$ cat src/rtl/pipe_pkg.sv
// Pipeline control package: default geometry of the flat RISC-V core and
// symbolic stage indices shared by the control block and the stage modules.
package pipe_pkg;

  // Stage index constants (fetch .. writeback)
  localparam int ST_FE = 0;
  localparam int ST_DC = 1;
  localparam int ST_EX = 2;
  localparam int ST_ME = 3;
  localparam int ST_WB = 4;

  // Default geometry: five stages, redirects resolved in execute
  localparam int DEF_STAGES = ST_WB + 1;
  localparam int DEF_RS     = ST_EX;
  localparam int DEF_CNT_W  = 16;

endpackage

$ cat src/rtl/pipe_ctrl_sat_counter.sv
// sat_counter: W-bit up counter for performance statistics.
// Ports:
//   clk    - clock, rising edge
//   rst_n  - synchronous active-low reset, clears the count
//   clr    - synchronous clear, wins over inc
//   inc    - add one this cycle; holds at all-ones instead of wrapping
//   cnt    - current count
module sat_counter #(
  parameter int W = 16
) (
  input  logic         clk,
  input  logic         rst_n,
  input  logic         clr,
  input  logic         inc,
  output logic [W-1:0] cnt
);

  logic [W-1:0] r_cnt;

  always_ff @(posedge clk) begin
    if (!rst_n) begin
      r_cnt <= '0;
    end else if (clr) begin
      r_cnt <= '0;
    end else if (inc && (r_cnt != '1)) begin
      r_cnt <= r_cnt + 1'b1;
    end
  end

  assign cnt = r_cnt;

endmodule

$ cat src/rtl/pipe_ctrl.sv
// pipe_ctrl: valid/ready/advance generation for an in-order pipeline of
// STAGES stages (0 = fetch, STAGES-1 = writeback), with redirect flushing
// of stages 0..RS and saturating per-stage stall counters.
// Ports:
//   clk, rst_n    - clock and synchronous active-low reset
//   fe_valid      - front end offers an op to stage 0
//   fe_ready      - stage 0 accepts this cycle (== advance[0])
//   stall[i]      - op in stage i cannot leave this cycle
//   redirect      - stage RS reports a taken branch/jump
//   flush         - redirect qualified by stage RS leaving (combinational)
//   valid[i]      - stage i holds a live op
//   advance[i]    - load enable for the stage i datapath register
//   retire        - op in the last stage completes this cycle
//   clr_cnt       - synchronous clear of all counters
//   stall_cnt     - stage i count in [i*CNT_W +: CNT_W]
//   flush_cnt     - number of qualified redirects
module pipe_ctrl
  import pipe_pkg::*;
#(
  parameter int STAGES = DEF_STAGES,
  parameter int RS     = DEF_RS,
  parameter int CNT_W  = DEF_CNT_W
) (
  input  logic                    clk,
  input  logic                    rst_n,
  input  logic                    fe_valid,
  output logic                    fe_ready,
  input  logic [STAGES-1:0]       stall,
  input  logic                    redirect,
  output logic                    flush,
  output logic [STAGES-1:0]       valid,
  output logic [STAGES-1:0]       advance,
  output logic                    retire,
  input  logic                    clr_cnt,
  output logic [STAGES*CNT_W-1:0] stall_cnt,
  output logic [CNT_W-1:0]        flush_cnt
);

  logic [STAGES-1:0] r_valid;
  logic [STAGES-1:0] w_leave;
  logic [STAGES-1:0] w_ready;
  logic              w_flush;

  // Ready chain built from the last stage back to fetch. Each block keeps its
  // own ready signal so the chain is a plain series of separate nets.
  for (genvar k = 0; k < STAGES; k++) begin : g_rdy
    localparam int J = STAGES - 1 - k;
    logic w_nrdy;
    logic w_lv;
    logic w_rd;
    if (k == 0) begin : g_tail
      assign w_nrdy = 1'b1;
    end else begin : g_link
      assign w_nrdy = g_rdy[k-1].w_rd;
    end
    assign w_lv       = r_valid[J] & ~stall[J] & w_nrdy;
    assign w_rd       = ~r_valid[J] | w_lv;
    assign w_leave[J] = w_lv;
    assign w_ready[J] = w_rd;
  end

  assign w_flush  = redirect & w_leave[RS];
  assign flush    = w_flush;
  assign advance  = w_ready;
  assign fe_ready = w_ready[ST_FE];
  assign retire   = w_leave[STAGES-1];
  assign valid    = r_valid;

  // A stage that advances takes the op leaving the stage above it (not merely
  // that stage's valid), so a stalled upstream op becomes a bubble below it.
  always_ff @(posedge clk) begin
    if (!rst_n) begin
      r_valid <= '0;
    end else begin
      for (int unsigned i = 0; i < STAGES; i++) begin
        if (w_ready[i]) begin
          if (i == 0) begin
            r_valid[i] <= fe_valid & ~(w_flush && (RS >= 0));
          end else begin
            r_valid[i] <= w_leave[i-1] & ~(w_flush && (i <= RS));
          end
        end
      end
    end
  end

  for (genvar s = 0; s < STAGES; s++) begin : g_cnt
    sat_counter #(.W(CNT_W)) u_stall_cnt (
      .clk   (clk),
      .rst_n (rst_n),
      .clr   (clr_cnt),
      .inc   (r_valid[s] & ~w_leave[s]),
      .cnt   (stall_cnt[s*CNT_W +: CNT_W])
    );
  end

  sat_counter #(.W(CNT_W)) u_flush_cnt (
    .clk   (clk),
    .rst_n (rst_n),
    .clr   (clr_cnt),
    .inc   (w_flush),
    .cnt   (flush_cnt)
  );

endmodule

$ cat config.mk
export PLATFORM = sky130hd
export DESIGN_NAME = pipe_ctrl
export DESIGN_NICKNAME = d
export VERILOG_FILES = /design/src/rtl/pipe_pkg.sv /design/src/rtl/pipe_ctrl_sat_counter.sv /design/src/rtl/pipe_ctrl.sv
export SDC_FILE = /design/constraint.sdc
export NUM_CORES = 1
export LEC_CHECK = 0
export CAP_MARGIN = 30
export CORE_MARGIN = 1.5
export CORE_UTILIZATION = 35
export DETAILED_ROUTE_END_ITERATION = 7
export HOLD_SLACK_MARGIN = 0.08
export PLACE_DENSITY = 0.58
export SLEW_MARGIN = 10
export SYNTH_ARGS = -nofsm -noshare
export SYNTH_HDL_FRONTEND = slang
export SYNTH_SLANG_ARGS = --single-unit
$ cat constraint.sdc
create_clock -name clk -period 2 [get_ports clk]
set_input_delay 0.3 -clock clk [delete_from_list [all_inputs] [get_ports clk]]
set_output_delay 0.3 -clock clk [all_outputs]
set_load 0.05 [all_outputs]
Word-level counts from Yosys, hierarchy flattened:

Cells that the tools add are included.

* register bits after elaboration: 101
* bits of input ports: 10
* output and inout bits: 109
* word-level logic and storage cells: 70

* add/sub/neg operators: 6
* equal/unequal tests: 6
* bitwise operators: 40
* reductions and logical operators: 7

Operators with widths (number)
* adder 16 x 1 -> 16 bit, second input constant: 6
* inequality test 16 bit, second input constant: 6
* AND 1 bit: 18
* inverter 1 bit: 17
* logical AND 1 bit: 6
* OR 1 bit: 5
* OR reduction 2 bit: 1

Depth between registers and ports, before layout:

Gate-level depths: netlist of the first run.

* depth in word-level cells: 13
* mapped depth: 7
* gate-level depth less buffers: 6

Hierarchy:

A second synthesis of the first run with hierarchy kept.

* cell total of the unflattened synthesis: 585
* area, all modules: 5520.3 µm²

Modules (own cells, without submodules)
* sat_counter: times used 6, cells each 91, area an instance 864.6 µm², sequential area each 320.3 µm²
* pipe_ctrl: times used 1, cells each 39, area an instance 332.8 µm², sequential area each 100.1 µm²

Least setup slack after synthesis of the first run:

OpenSTA, ideal clock, no wires.

* kind: register -> register
* start point: reg g_cnt[0].u_stall_cnt.r_cnt[0]
* end point: reg g_cnt[0].u_stall_cnt.r_cnt[1]
* library setup time: 128 ps
* data arrival time: 2112 ps
* required time: 1872 ps
* setup slack: -240 ps
* cell stages (with the launch flop): 8
* path buffers: 1
* clock period less this slack: 2240 ps
* path through: dfxtp_1 > ha_1 > inv_1 > or4_4 > o211ai_4 > buf_6 > mux2i_1 > nor2_1

* cells in the longest elaborated chain, start to end: 2
* elaborated cells between the ends (all ways): 3
* those cells by class: add/sub: 1; eq/ne: 1; reduce/logical: 1

RTL lines
* start: declaration: RTL line pipe_ctrl_sat_counter.sv:18 `logic [W-1:0] r_cnt;`
* start signal: assignment: RTL line pipe_ctrl_sat_counter.sv:26 `r_cnt <= r_cnt + 1'b1;`
* parallel branches: the longest is 2 deep, another holds adder 16 x 1 -> 16 bit

Parallel ways; which one is timed is not known.
A chain may end at the register's enable or synchronous reset.

Worst setup path after layout of the first run:

* start point: reg g_cnt[3].u_stall_cnt.r_cnt[2]
* end point: out stall_cnt[50]

RTL lines
* start: declaration: RTL line pipe_ctrl_sat_counter.sv:18
* start signal: assignment: RTL line pipe_ctrl_sat_counter.sv:26
* end: declaration: RTL line pipe_ctrl.sv:35 `output logic [STAGES*CNT_W-1:0] stall_cnt,`

No word-level cell between the ends.

==> results.sh, run 1 <==
export IMPL_async_flop_share_pct=0
export IMPL_tightest_slew_ns=0.561
export IMPL_grt_antenna_before_repair=0
export IMPL_hold_violations=0
export IMPL_path_max_fanout=6
export IMPL_clock_latency_ns=0.34
export IMPL_avgSynthCellArea_um2=8.47
export IMPL_status="complete, no violations"
export IMPL_clkTransAtPathRegs_ns=0.07
export IMPL_root_buffer="clkbuf_16"
export IMPL_yosysWarnings=0
export IMPL_worstSetupEndpointType="output port"
export IMPL_syn_num_nets=608
export IMPL_drt_total_wl_um=13700
export IMPL_viasPerCell=5.22
export IMPL_cts_path_max_buffers=2
export IMPL_hpwlAfterDp_um=10400
export IMPL_powerDensity_nw_per_um2=533
export IMPL_dp_cells=929
export IMPL_overflow=0
export IMPL_rsz0062_at_grt="no"
export IMPL_grt_pass1_wl_um=22500
export IMPL_fin_tns_setup_ns=0
export IMPL_dieArea_um2=15100
export IMPL_cts_tree="done"
export IMPL_synthFlopType="dfxtp_1"
export IMPL_initial_core_util_pct=36.0
export IMPL_arrival_ns=1.64
export IMPL_nets=778
export IMPL_crit_family="buffers and inverters"
export IMPL_synth_area_um2=5010
export IMPL_hold_path_class="flip-flop to flip-flop"
export IMPL_path_buf_inv=1
export IMPL_max_freq_mhz=517
export IMPL_cts_num_sinks=101
export IMPL_slowest_stage="clkdlybuf4s50_1"
export IMPL_globalRouteMet2Util_pct=31.4
export IMPL_use_met3_pct=6.27
export IMPL_htree_levels=3
export IMPL_max_cap_violations=0
export IMPL_synth_seq_cells=101
export IMPL_syn_to_final_growth_pct=44.2
export IMPL_worst_slack_ns=0.0649
export IMPL_critical_path_max_stage_delay_ns=0.86
export IMPL_power_ir_vdd_worst_v=0.000385
export IMPL_first_iter_violations=240
export IMPL_fin_crit_sh_pct=96.8
export IMPL_final_cells=946
export IMPL_fin_worst_skew_ns=0.00755
export IMPL_fill_cells=1291
export IMPL_drive_gt1_share_pct=17.9
export IMPL_holdWs_ns=0.498
export IMPL_grt_max_degree=30
export IMPL_yosys_cell_types_count=63
export IMPL_grt_pass1_vias=4772
export IMPL_gp_congestion=0.860
export IMPL_cellLeakagePower_uw=0.00261
export IMPL_met1_usage_pct=22.8
export IMPL_ys_top_cells_by_area="dfxtp_1 (40%), nor2_1 (5.5%), xor2_1 (5.2%)"
export IMPL_maxSlewViolCount=0
export IMPL_routedWlPerCell_um=14.5
export IMPL_slew_headroom_pct=62.5
export IMPL_drc_errors=0
export IMPL_ios=119
export IMPL_min_period_ns=1.94
export IMPL_numCtsBuffers=9
export IMPL_core_um2=13900
export IMPL_std_cell_rows=43
export IMPL_setup_viol=0
export IMPL_yosys_area_top_type_share_pct=40.3
export IMPL_synthTopCellsByCount="dfxtp_1 (101), nor2_1 (73), nand2_1 (45)"
export IMPL_crit_chain="clkdlybuf4s50_1"
export IMPL_yosysSeqAreaShare_pct=40.3
export IMPL_crit_type="flip-flop to output port"
export IMPL_yosys_area_top_type="dfxtp_1"
export IMPL_n_antenna_cell=0
export IMPL_synth_edf_count=0
export IMPL_top_usage_layer="met2"
export IMPL_chipHeight_um=123
export IMPL_syn_inst=592
export IMPL_firstDrtPassIters=4
export IMPL_critPathLaunchType="flip-flop"
export IMPL_cp_required_ns=1.70
export IMPL_vias=4935
export IMPL_io_buffers=118
export IMPL_yosysMostFrequentCell="dfxtp_1"
export IMPL_grtUsageTotal_pct=18.8
export IMPL_antenna_left=0
export IMPL_fp_dieW_um=123
export IMPL_place_ws_ns=-0.223
[routing by layer]
layer  vias to the layer above  share of wire, %
li1                       2480                 -
met1                      2326                45
met2                       113                47
met3                        16               6.0
met4                         0               1.7
met5                         -                 0
[cell usage in the layout (no fill, tap or decap), drive strengths merged, types with 3 or more instances in the layout]
master	count
xnor2	16
o2111ai	8
and3	11
or3	23
clkbuf	11
o211ai	10
mux2i	6
nor3b	3
a31o	4
nor3	15
a31oi	5
and4	10
nor4	6
dfxtp	101
or4	6
clkinv	4
dlygate4sd2	4
a21oi	29
o21a	6
clkdlybuf4s50	100
nand3	26
nand2	45
a21boi	3
a41o	3
dlymetal6s2s	4
and2	11
xor2	30
nor2	73
o21ai	31
o31ai	4
a211oi	3
nand2b	5
inv	18
ha	6
buf	77
nand4	32
[report_power, final]
part	total, µW	switching (µW)	internal (µW)
registers	2020	4.71	2010
clock network	1650	745	901
logic	192	113	79.0
[what timing repair did]
item	CTS	global route
endpoints found under the setup margin	5	10
buffers inserted	2	0
hold buffers	0	0
resized for setup	6	8
endpoints found under the hold margin	0	0
cloned	0	0
pin swaps	2	1
[registers in the layout (all words and copies together), names as in the netlist]
register               count
valid                      5
u_flush_cnt.cnt           16
g_cnt.u_stall_cnt.cnt     80
[cells by family after synthesis]
| group | share of synthesized area (%) |
|---|---|
| adders and majority gates | 1.50 |
| AOI/OAI and AO/OA | 16.3 |
| and+or+nand+nor | 28.6 |
| DFF | 40.3 |
| xor gates and xnor gates | 8.03 |
| muxes | 1.20 |
| buffers and inverters | 3.99 |
[path summary, 6_finish.rpt]
path | startpoint | to | slack [ns] | depth (start not counted)
max | g_cnt[3].u_stall_cnt.cnt[2]$_SDFFE_PP0P_ | stall_cnt[50] | 0.06 | 1
min | g_cnt[2].u_stall_cnt.cnt[1]$_SDFFE_PP0P_ | g_cnt[2].u_stall_cnt.cnt[1]$_SDFFE_PP0P_ | 0.50 | 2
max reg2reg | g_cnt[0].u_stall_cnt.cnt[1]$_SDFFE_PP0P_ | g_cnt[0].u_stall_cnt.cnt[1]$_SDFFE_PP0P_ | 0.08 | 7
min reg2reg | g_cnt[2].u_stall_cnt.cnt[1]$_SDFFE_PP0P_ | g_cnt[2].u_stall_cnt.cnt[1]$_SDFFE_PP0P_ | 0.50 | 2
[tightest hold or removal path: cells and delay by family, from the launching register on]
kind             cells  cell delay, ns
AND/OR/NAND/NOR      1            0.06
flip-flops           1            0.33
AO/OA/AOI/OAI        1            0.07
[area by class of cell]
type                    instances  area [µm²]  share of cell area, %
multi-input cells             447        2840                   39.3
flip-flops and latches        101        2050                   28.3
repair buffers                185        1780                   24.6
clock buffers                  11         253                   3.50
well taps                     180         225                   3.11
inverters                      18        67.6                  0.934
clock inverters                 4        23.8                  0.329
[metrics by stage]
| stage | power [µW] | utilization, % | area, µm² |
|---|---|---|---|
| 2_1_floorplan | 2160 | - | 5040 |
| 3_5_place_dp | 2260 | 49.5 | 6890 |
| 4_1_cts | 3950 | 51.6 | 7190 |
| 6_report | 3850 | 51.9 | 7230 |
| 5_1_grt | 4030 | 51.9 | 7230 |
| 3_3_place_gp | 2250 | 49.5 | 6890 |
Power figures use the tool's default switching activity.
==> run 2, diff against run 1 <==
--- a/config.mk
+++ b/config.mk
@@ -7,11 +7,12 @@
 export LEC_CHECK = 0
 export CAP_MARGIN = 30
 export CORE_MARGIN = 1.5
-export CORE_UTILIZATION = 35
+export CORE_UTILIZATION = 50
 export DETAILED_ROUTE_END_ITERATION = 7
 export HOLD_SLACK_MARGIN = 0.08
-export PLACE_DENSITY = 0.58
+export PLACE_DENSITY = 0.78
 export SLEW_MARGIN = 10
 export SYNTH_ARGS = -nofsm -noshare
 export SYNTH_HDL_FRONTEND = slang
 export SYNTH_SLANG_ARGS = --single-unit
+export TNS_END_PERCENT = 5
==> results.sh, run 2 (synthesis results as in run 1) <==
export IMPL_crit_family="simple AND/OR/NAND/NOR gates"
export IMPL_overflow=0
export IMPL_vias=5036
export IMPL_grt_pass1_wl_um=20800
export IMPL_status="complete, no violations"
export IMPL_critPathLaunchType="flip-flop"
export IMPL_hold_violations=0
export IMPL_first_iter_violations=194
export IMPL_fp_dieW_um=103
export IMPL_p_sw_share_pct=24.6
export IMPL_routedWlPerCell_um=14.9
export IMPL_cts_tree="done"
export IMPL_rr_endpoint="g_cnt[0].u_stall_cnt.cnt[0]$_SDFFE_PP0P_"
export IMPL_grt_pass1_vias=4553
export IMPL_slowest_stage="or4_4"
export IMPL_io_buffers=118
export IMPL_p_seq_share_pct=59.6
export IMPL_grt_max_degree=35
export IMPL_core_um2=9730
export IMPL_cts_path_max_buffers=2
export IMPL_fin_crit_sh_pct=98.1
export IMPL_ios=119
export IMPL_powerDensity_nw_per_um2=484
export IMPL_critical_path_max_stage_delay_ns=0.54
export IMPL_firstDrtPassIters=5
export IMPL_dieArea_um2=10600
export IMPL_path_buf_inv=2
export IMPL_min_period_ns=1.96
export IMPL_post_route_util_pct=71.8
export IMPL_fin_worst_skew_ns=0.0135
export IMPL_layout_commonest_cell="clkdlybuf4s50_1"
export IMPL_initial_core_util_pct=51.5
export IMPL_crit_chain="ha_2 > inv_1 > or4_4 > o211ai_4 > buf_4 > xor2_1 > nor2_1"
export IMPL_gp_congestion=0.877
export IMPL_nets=767
export IMPL_p_int_uw=2550
export IMPL_min_to="g_cnt[0].u_stall_cnt.cnt[5]$_SDFFE_PP0P_"
export IMPL_power_ir_vdd_worst_v=0.000434
export IMPL_largest_reg_flops=80
export IMPL_fin_tns_setup_ns=0
export IMPL_setup_viol=0
export IMPL_reg2reg_depth=7
export IMPL_r2r_start="g_cnt[0].u_stall_cnt.cnt[1]$_SDFFE_PP0P_"
export IMPL_grtUsageTotal_pct=24.2
export IMPL_cp_required_ns=2.24
export IMPL_maxSlewViolCount=0
export IMPL_hold_path_class="flip-flop to flip-flop"
export IMPL_viasPerCell=5.66
export IMPL_drive_gt1_share_pct=16.1
export IMPL_crit_type="flip-flop to flip-flop"
export IMPL_tightest_slew_ns=0.554
export IMPL_clock_power_share_pct=34.6
export IMPL_cellLeakagePower_uw=0.00257
export IMPL_drt_total_wl_um=13300
export IMPL_std_cell_rows=36
export IMPL_arrival_ns=2.21
export IMPL_clkTransAtPathRegs_ns=0.10
export IMPL_numCtsBuffers=9
export IMPL_rsz0062_at_grt="yes"
export IMPL_min_from="g_cnt[0].u_stall_cnt.cnt[5]$_SDFFE_PP0P_"
export IMPL_final_cell_mix="clkdlybuf4s50_1 (97), dfxtp_1 (89), nor2_1 (73), buf_4 (55), nand2_1 (44)"
export IMPL_chipHeight_um=103
export IMPL_max_freq_mhz=510
export IMPL_cts_hold_buf=0
export IMPL_drc_errors=0
export IMPL_max_cap_violations=0
export IMPL_htree_levels=3
export IMPL_hpwlAfterDp_um=9600
export IMPL_p_switching_uw=831
export IMPL_antenna_left=0
export IMPL_min_path_cells=2
export IMPL_root_buffer="clkbuf_8"
export IMPL_worstSetupEndpointType="flip-flop"
export IMPL_grt_antenna_before_repair=1
export IMPL_slew_headroom_pct=63.0
export IMPL_path_max_fanout=6
export IMPL_clock_latency_ns=0.35
export IMPL_r2r_slack_ns=0.04
export IMPL_combPwrFrac_pct=5.8
export IMPL_cts_num_sinks=101
export IMPL_syn_to_final_growth_pct=39.3
==> run 2: cell count changes in the layout (fill, tap and decap cells not counted), moves of 3 or more <==
cell / previous run / this run
buf_4: 68 / 55
clkbuf_16: 9 / 0
clkbuf_8: 2 / 9
dfxtp_1: 84 / 89
dfxtp_2: 16 / 11
dlymetal6s2s_1: 4 / 8
clkdlybuf4s50_1: 100 / 97
==> run 2: worst min-delay path, cell delays in order (launching register included) <==
cell and delay (ns):
dfxtp_2 0.34, o21ai_1 0.07, a21oi_1 0.06
==> run 2: cell type report <==
type / instances / area [µm²]
Clock buffer: 11 / 131
Multi-Input combinational cell: 448 / 2850
Antenna cell: 1 / 2.50
Clock inverter: 5 / 35.0
Sequential cell: 101 / 2040
Timing Repair Buffer: 173 / 1700
Inverter: 18 / 67.6
Tap cell: 133 / 166
Fill cell: 787 / 2740
==> run 2: how the worst max path moves through the flow <==
stage | slack [ns] | from | end | cells past startpoint
global route | -0.06 | g_cnt[0].u_stall_cnt.cnt[1]$_SDFFE_PP0P_ | g_cnt[0].u_stall_cnt.cnt[4]$_SDFFE_PP0P_ | 7
finish | 0.04 | g_cnt[0].u_stall_cnt.cnt[1]$_SDFFE_PP0P_ | g_cnt[0].u_stall_cnt.cnt[0]$_SDFFE_PP0P_ | 7
global placement | -0.13 | stall[4] | u_flush_cnt.cnt[4]$_SDFFE_PP0P_ | 6
CTS | 0.02 | g_cnt[0].u_stall_cnt.cnt[1]$_SDFFE_PP0P_ | g_cnt[0].u_stall_cnt.cnt[4]$_SDFFE_PP0P_ | 7
floorplan | -0.02 | valid[3]$_SDFFE_PN0P_ | g_cnt[2].u_stall_cnt.cnt[13]$_SDFFE_PP0P_ | 7
detailed placement | -0.20 | stall[4] | g_cnt[3].u_stall_cnt.cnt[9]$_SDFFE_PP0P_ | 6
==> run 2: through the flow <==
step / std cells / hold WS [ns] / cell area (µm²) / power (µW) / setup slack [ns]
after floorplan: 592 / 0.418 / 5030 / 2160 / -0.0206
after global placement: 869 / 0.480 / 6730 / 2250 / -0.130
after detailed placement: 869 / 0.486 / 6730 / 2250 / -0.200
after CTS: 886 / 0.482 / 6920 / 3400 / 0.0171
after global routing: 890 / 0.533 / 6990 / 3490 / -0.0629
final: 890 / 0.501 / 6990 / 3380 / 0.0377
==> run 2: repair_timing <==
item | CTS | global route
pin swaps | 2 | 4
setup buffers | 1 | 2
resized for setup | 8 | 12
endpoints found under the setup margin | 4 | 20
gates cloned | 0 | 1
==> run 2: power groups by stage <==
stage / clock (µW) / combinational (µW) / sequential, µW
2_1_floorplan: 0 / 84.7 / 2080
3_3_place_gp: 0 / 182 / 2060
3_5_place_dp: 0 / 186 / 2060
4_1_cts: 1190 / 189 / 2020
5_1_grt: 1270 / 207 / 2020
6_report: 1170 / 195 / 2020
==> run 2: layer usage <==
metal,track usage (%),routed length [µm],vias to the layer above
met5,0,0,-
met4,7.59,205,0
met3,5.56,855,17
met2,41.1,6460,162
met1,30.7,5750,2405
li1,-,-,2452
==> RTL change 1: new RTL, config.mk and constraints of run 2 <==
`DEF_CNT_W`: 16 -> 18.
--- a/src/rtl/pipe_pkg.sv
+++ b/src/rtl/pipe_pkg.sv
@@ -12,7 +12,7 @@
   // Default geometry: five stages, redirects resolved in execute
   localparam int DEF_STAGES = ST_WB + 1;
   localparam int DEF_RS     = ST_EX;
-  localparam int DEF_CNT_W  = 16;
+  localparam int DEF_CNT_W  = 18;
 
 endpackage
 
Interface: changed (resized flush_cnt and stall_cnt); port bits go from 119 to 131. No check against the original RTL was run, so the function may have changed too.
==> RTL change 1 against run 2 <==
The flow now finishes with violations (setup timing); clock skew down 3.8 ps; hold slack lost 220 ps; critical path type is now flip-flop to primary output; design area grew 22%; wire length rose by 31%; sequential cell count up 12; cell count up 16%; critical endpoint is now fe_ready; area after synthesis rose by 12%; global-route usage increased by 6.1 points; largest cell class unchanged; setup slack worse by 230 ps; power rose by 55%; die area rose by 11%.
==> RTL change 1: results (changes against run 2) <==
Seq pwr share 42.6% (-17 points); register area 2380 um^2 (+17%); setup TNS -872 ps (-872 ps); initial DRC count 372 (+92%); CTS Buf Count 17 (+8); reg-to-reg slack, setup -60 ps (-100 ps); Hold Path Class input pin to flip-flop; fraction of area in multi-input gates 38.1% (-2.7 points); status finished with violations; number of setup buffers added after CTS 7 (+6); I/O Buffers 130 (+10%); number of cell rows 38 (+5.6%); H-tree Lvls 4 (+1); via density per instance 5.89 (+4.2%); violated checks setup timing; worst r2r src u_flush_cnt.cnt[7]$_SDFFE_PP0P_; Reg clk slew, reported paths 50 ps (-50 ps); Clock Skews 9.71 ps (-3.80 ps); maximum vdd drop 0.000487 V (+12%); Post-DP Area 7880 um^2 (+17%); WHS Endpoint valid[3]$_SDFFE_PN0P_; antenna fix cells 0 (-1); final worst slack -191 ps (-229 ps); sw power 1.26 mW (+52%); P_leak 3.75 nW (+46%); Reg2Reg Depth 6 (-1); nonclk buf count 232 (+34%); RR Endpoint u_flush_cnt.cnt[12]$_SDFFE_PP0P_; length of routed met2 wiring 8650 um (+34%); routing usage on met2 50.8% (+9.7 points); clock latency on the worst-skew pair 530 ps (+180 ps); worst-margin pin slew 546 ps (-7.63 ps); max reg flops 90 (+13%); placed cell count 995 (+14%); met3 WL 948 um (+11%); initial antenna violation count 0 (-1); Fillers 763 (-3.0%); Non-clock buffers, area share 24.5% (+0.20 points); # clk buffers 20 (+9); vias 6,100 (+21%); # setup viols final 11 (+11); Post-Syn Instances 663 (+12%); clock network area share 6.39% (+4.0 points); Post-CTS Resized 116 (+108); Non-clock inverters 23 (+5); clk pwr 2.78 mW (+140%); largest net degree at the start of global routing 22 (-37%); Num Clock Sinks 113 (+12%); Min Hold Slack 285 ps (-216 ps); critical path launch point valid[4]$_SDFFE_PN0N_; vias in the first global route 6,044 (+33%); crit path to fe_ready; final wirelength 17,300 um (+31%); CP Max Fanout 3 (-3)
[RTL change 1: cell types whose count changed after synthesis, sizes merged, moves of 6 or more]
cell / before / now
dfxtp: 101 / 113
or4: 6 / 28
and2: 11 / 5
nand4: 32 / 22
nand3: 26 / 37
or3: 23 / 11
o211ai: 10 / 16
a21oi: 29 / 40
o31ai: 4 / 19
nor3: 15 / 9
nor2: 73 / 63
a211oi: 3 / 9
[RTL change 1: metrics by stage]
stage	utilization, %	total power, mW
floorplan	-	2.39
global placement	72.4	2.49
detailed placement	72.4	2.49
CTS	77.6	5.27
global route	78.4	5.38
finish	78.4	5.25
[RTL change 1: logic make-up after synthesis]
logic type	after synthesis	share of synthesized area, %
fa+ha+maj	6	1.34
flops	113	40.4
mux	6	1.07
xor+xnor	43	6.72
compound gates	155	18.7
buf+inv	55	4.15
simple gates	285	27.6
[RTL change 1: worst max-delay path: stages (launching register included)]
cell      delay (ps)
dfxtp_4          360
a211oi_4         290
buf_6            160
nor2_4            40
o31ai_4          230
buf_12           160
buf_12           130
==> RTL change 2: new RTL, config.mk and constraints of run 2 <==
Made on the original files. Register the output `flush_cnt`, without a reset; this adds one clock of latency there. The other outputs are not delayed to match.
--- a/src/rtl/pipe_ctrl.sv
+++ b/src/rtl/pipe_ctrl.sv
@@ -35,6 +35,8 @@
   output logic [STAGES*CNT_W-1:0] stall_cnt,
   output logic [CNT_W-1:0]        flush_cnt
 );
+
+  logic [CNT_W-1:0] flush_cnt_d;
 
   logic [STAGES-1:0] r_valid;
   logic [STAGES-1:0] w_leave;
@@ -99,8 +101,12 @@
     .rst_n (rst_n),
     .clr   (clr_cnt),
     .inc   (w_flush),
-    .cnt   (flush_cnt)
+    .cnt   (flush_cnt_d)
   );
+
+  always_ff @(posedge clk) begin
+    flush_cnt <= flush_cnt_d;
+  end
 
 endmodule
 
Function: changed (Yosys sat finds a counterexample within 10 cycles, from zero or initial values and one cycle with rst_n low).
==> RTL change 2 against run 2 <==
Power up 62%; highest routed layer unchanged; critical path depth down 1; setup slack worse by 16 ps; global-route usage increased by 1.6 points; design area is 8.5% higher; wire length increased by 7.8%; maximum frequency down 0.81%; sequential cell count is 16 higher; area after synthesis grew 5.4%.
==> RTL change 2: results (changes against run 2) <==
first-pass GRT wire length 23,500 um (+13%); HPWL after detailed placement 10,100 um (+5.3%); Post-CTS Resized 83 (+75); met3 WL 928 um (+8.5%); length of routed met2 wiring 6810 um (+5.4%); sequential share of the synthesized area 44.3% (+4.0 points); status finished, final reports clean; post-synthesis mux area share 1.16% (-0.038 points); Final #Nets 785 (+2.3%); Logic pwr share 3.6% (-2.2 points); H-tree Lvls 4 (+1); register area 2360 um^2 (+16%); largest net degree at the start of global routing 28 (-20%); slowest cell delay on critical path 510 ps (-30 ps); Fillers 784 (-0.38%); Reg clk slew, reported paths 60 ps (-40 ps); initial DRC count 210 (+8.2%); main area contributors after synthesis dfxtp_1 44%, xor2_1 5.6%, nor2_1 5.1%, nand3_1 3.7%, nand2_1 3.7%; Metal-1 WL 6350 um (+10%); # setup viols final 0 (unchanged); complex-gate fraction of the synthesized area 12.6% (-3.7 points); critical path launch point stall[4]; # clk buffers 18 (+7); sw frac 22.9% (-1.7 points); vias in the first global route 4,945 (+8.6%); synthesized flop and latch total 117 (+16%); clock latency on the worst-skew pair 510 ps (+160 ps); Int Power 4.23 mW (+66%); routing usage on met1 33.3% (+2.6 points); Yosys cell types 58 (-7.9%); GR Util met3 6.00% (+0.44 points); clock network area share 7.63% (+5.2 points); Clock power frac 53.8% (+19 points); #MultiIn Comb 450 (+0.45%); routing usage on met2 42.9% (+1.8 points); final wirelength 14,300 um (+7.8%); min-delay src u_flush_cnt.cnt[1]$_SDFFE_PP0P_; fraction of layout cells with a size suffix above 1 16.4% (+0.23 points); Non-clock inverters 11 (-7); CTS Buf Count 17 (+8); area of the multi-input gates 2830 um^2 (-0.62%); reg-to-reg slack, setup 90 ps (+50 ps); slowest stage cell, crit path clkdlybuf4s50_1; number of setup buffers added after CTS 2 (+1); CP delay by family, top buffers and inverters; Clock Skews 7.52 ps (-5.98 ps); antenna fix cells 0 (-1); vias 5,231 (+3.9%); final RePlAce weighted congestion 0.928 (+5.8%); Post-synth top cells 117 x dfxtp_1, 72 x nor2_1, 52 x nand2_1; Non-clock buffers, area share 21.1% (-3.3 points); syn nets 615 (+1.2%); P_leak 3.17 nW (+23%); Worst Path Arrival 1680 ps (-530 ps); maximum vdd drop 0.000643 V (+48%)
## RTL change 2: cell count changes in the layout (fill, tap and decap cells not counted), sizes merged, moves of 7 or more
cell / change
clkbuf: +7
clkdlybuf4s50: -72
dfxtp: +16
dlygate4sd2: +76
nand2: +7
nand3: +13
nand4: -7
o21ai: -7
or3: -11
## RTL change 2: stage by stage
stage / instance area (um^2) / std cells / setup slack, ps / util, % / hold slack (ps)
finish: 7580 / 918 / 21.7 / 73.7 / 389
global route: 7580 / 918 / -37.0 / 73.7 / 404
CTS: 7530 / 918 / -37.4 / 73.3 / 391
detailed placement: 7030 / 884 / -274 / 68.4 / 380
global placement: 7030 / 884 / -213 / 68.4 / 373
floorplan: 5300 / 599 / -12.5 / - / 360
## RTL change 2: final timing paths
path / end / depth (start not counted)
setup / recovery: advance[1] / 6
hold reg to reg: flush_cnt[1]$_DFF_P_ / 0
hold / removal: flush_cnt[1]$_DFF_P_ / 0
setup reg to reg: g_cnt[0].u_stall_cnt.cnt[10]$_SDFFE_PP0P_ / 7
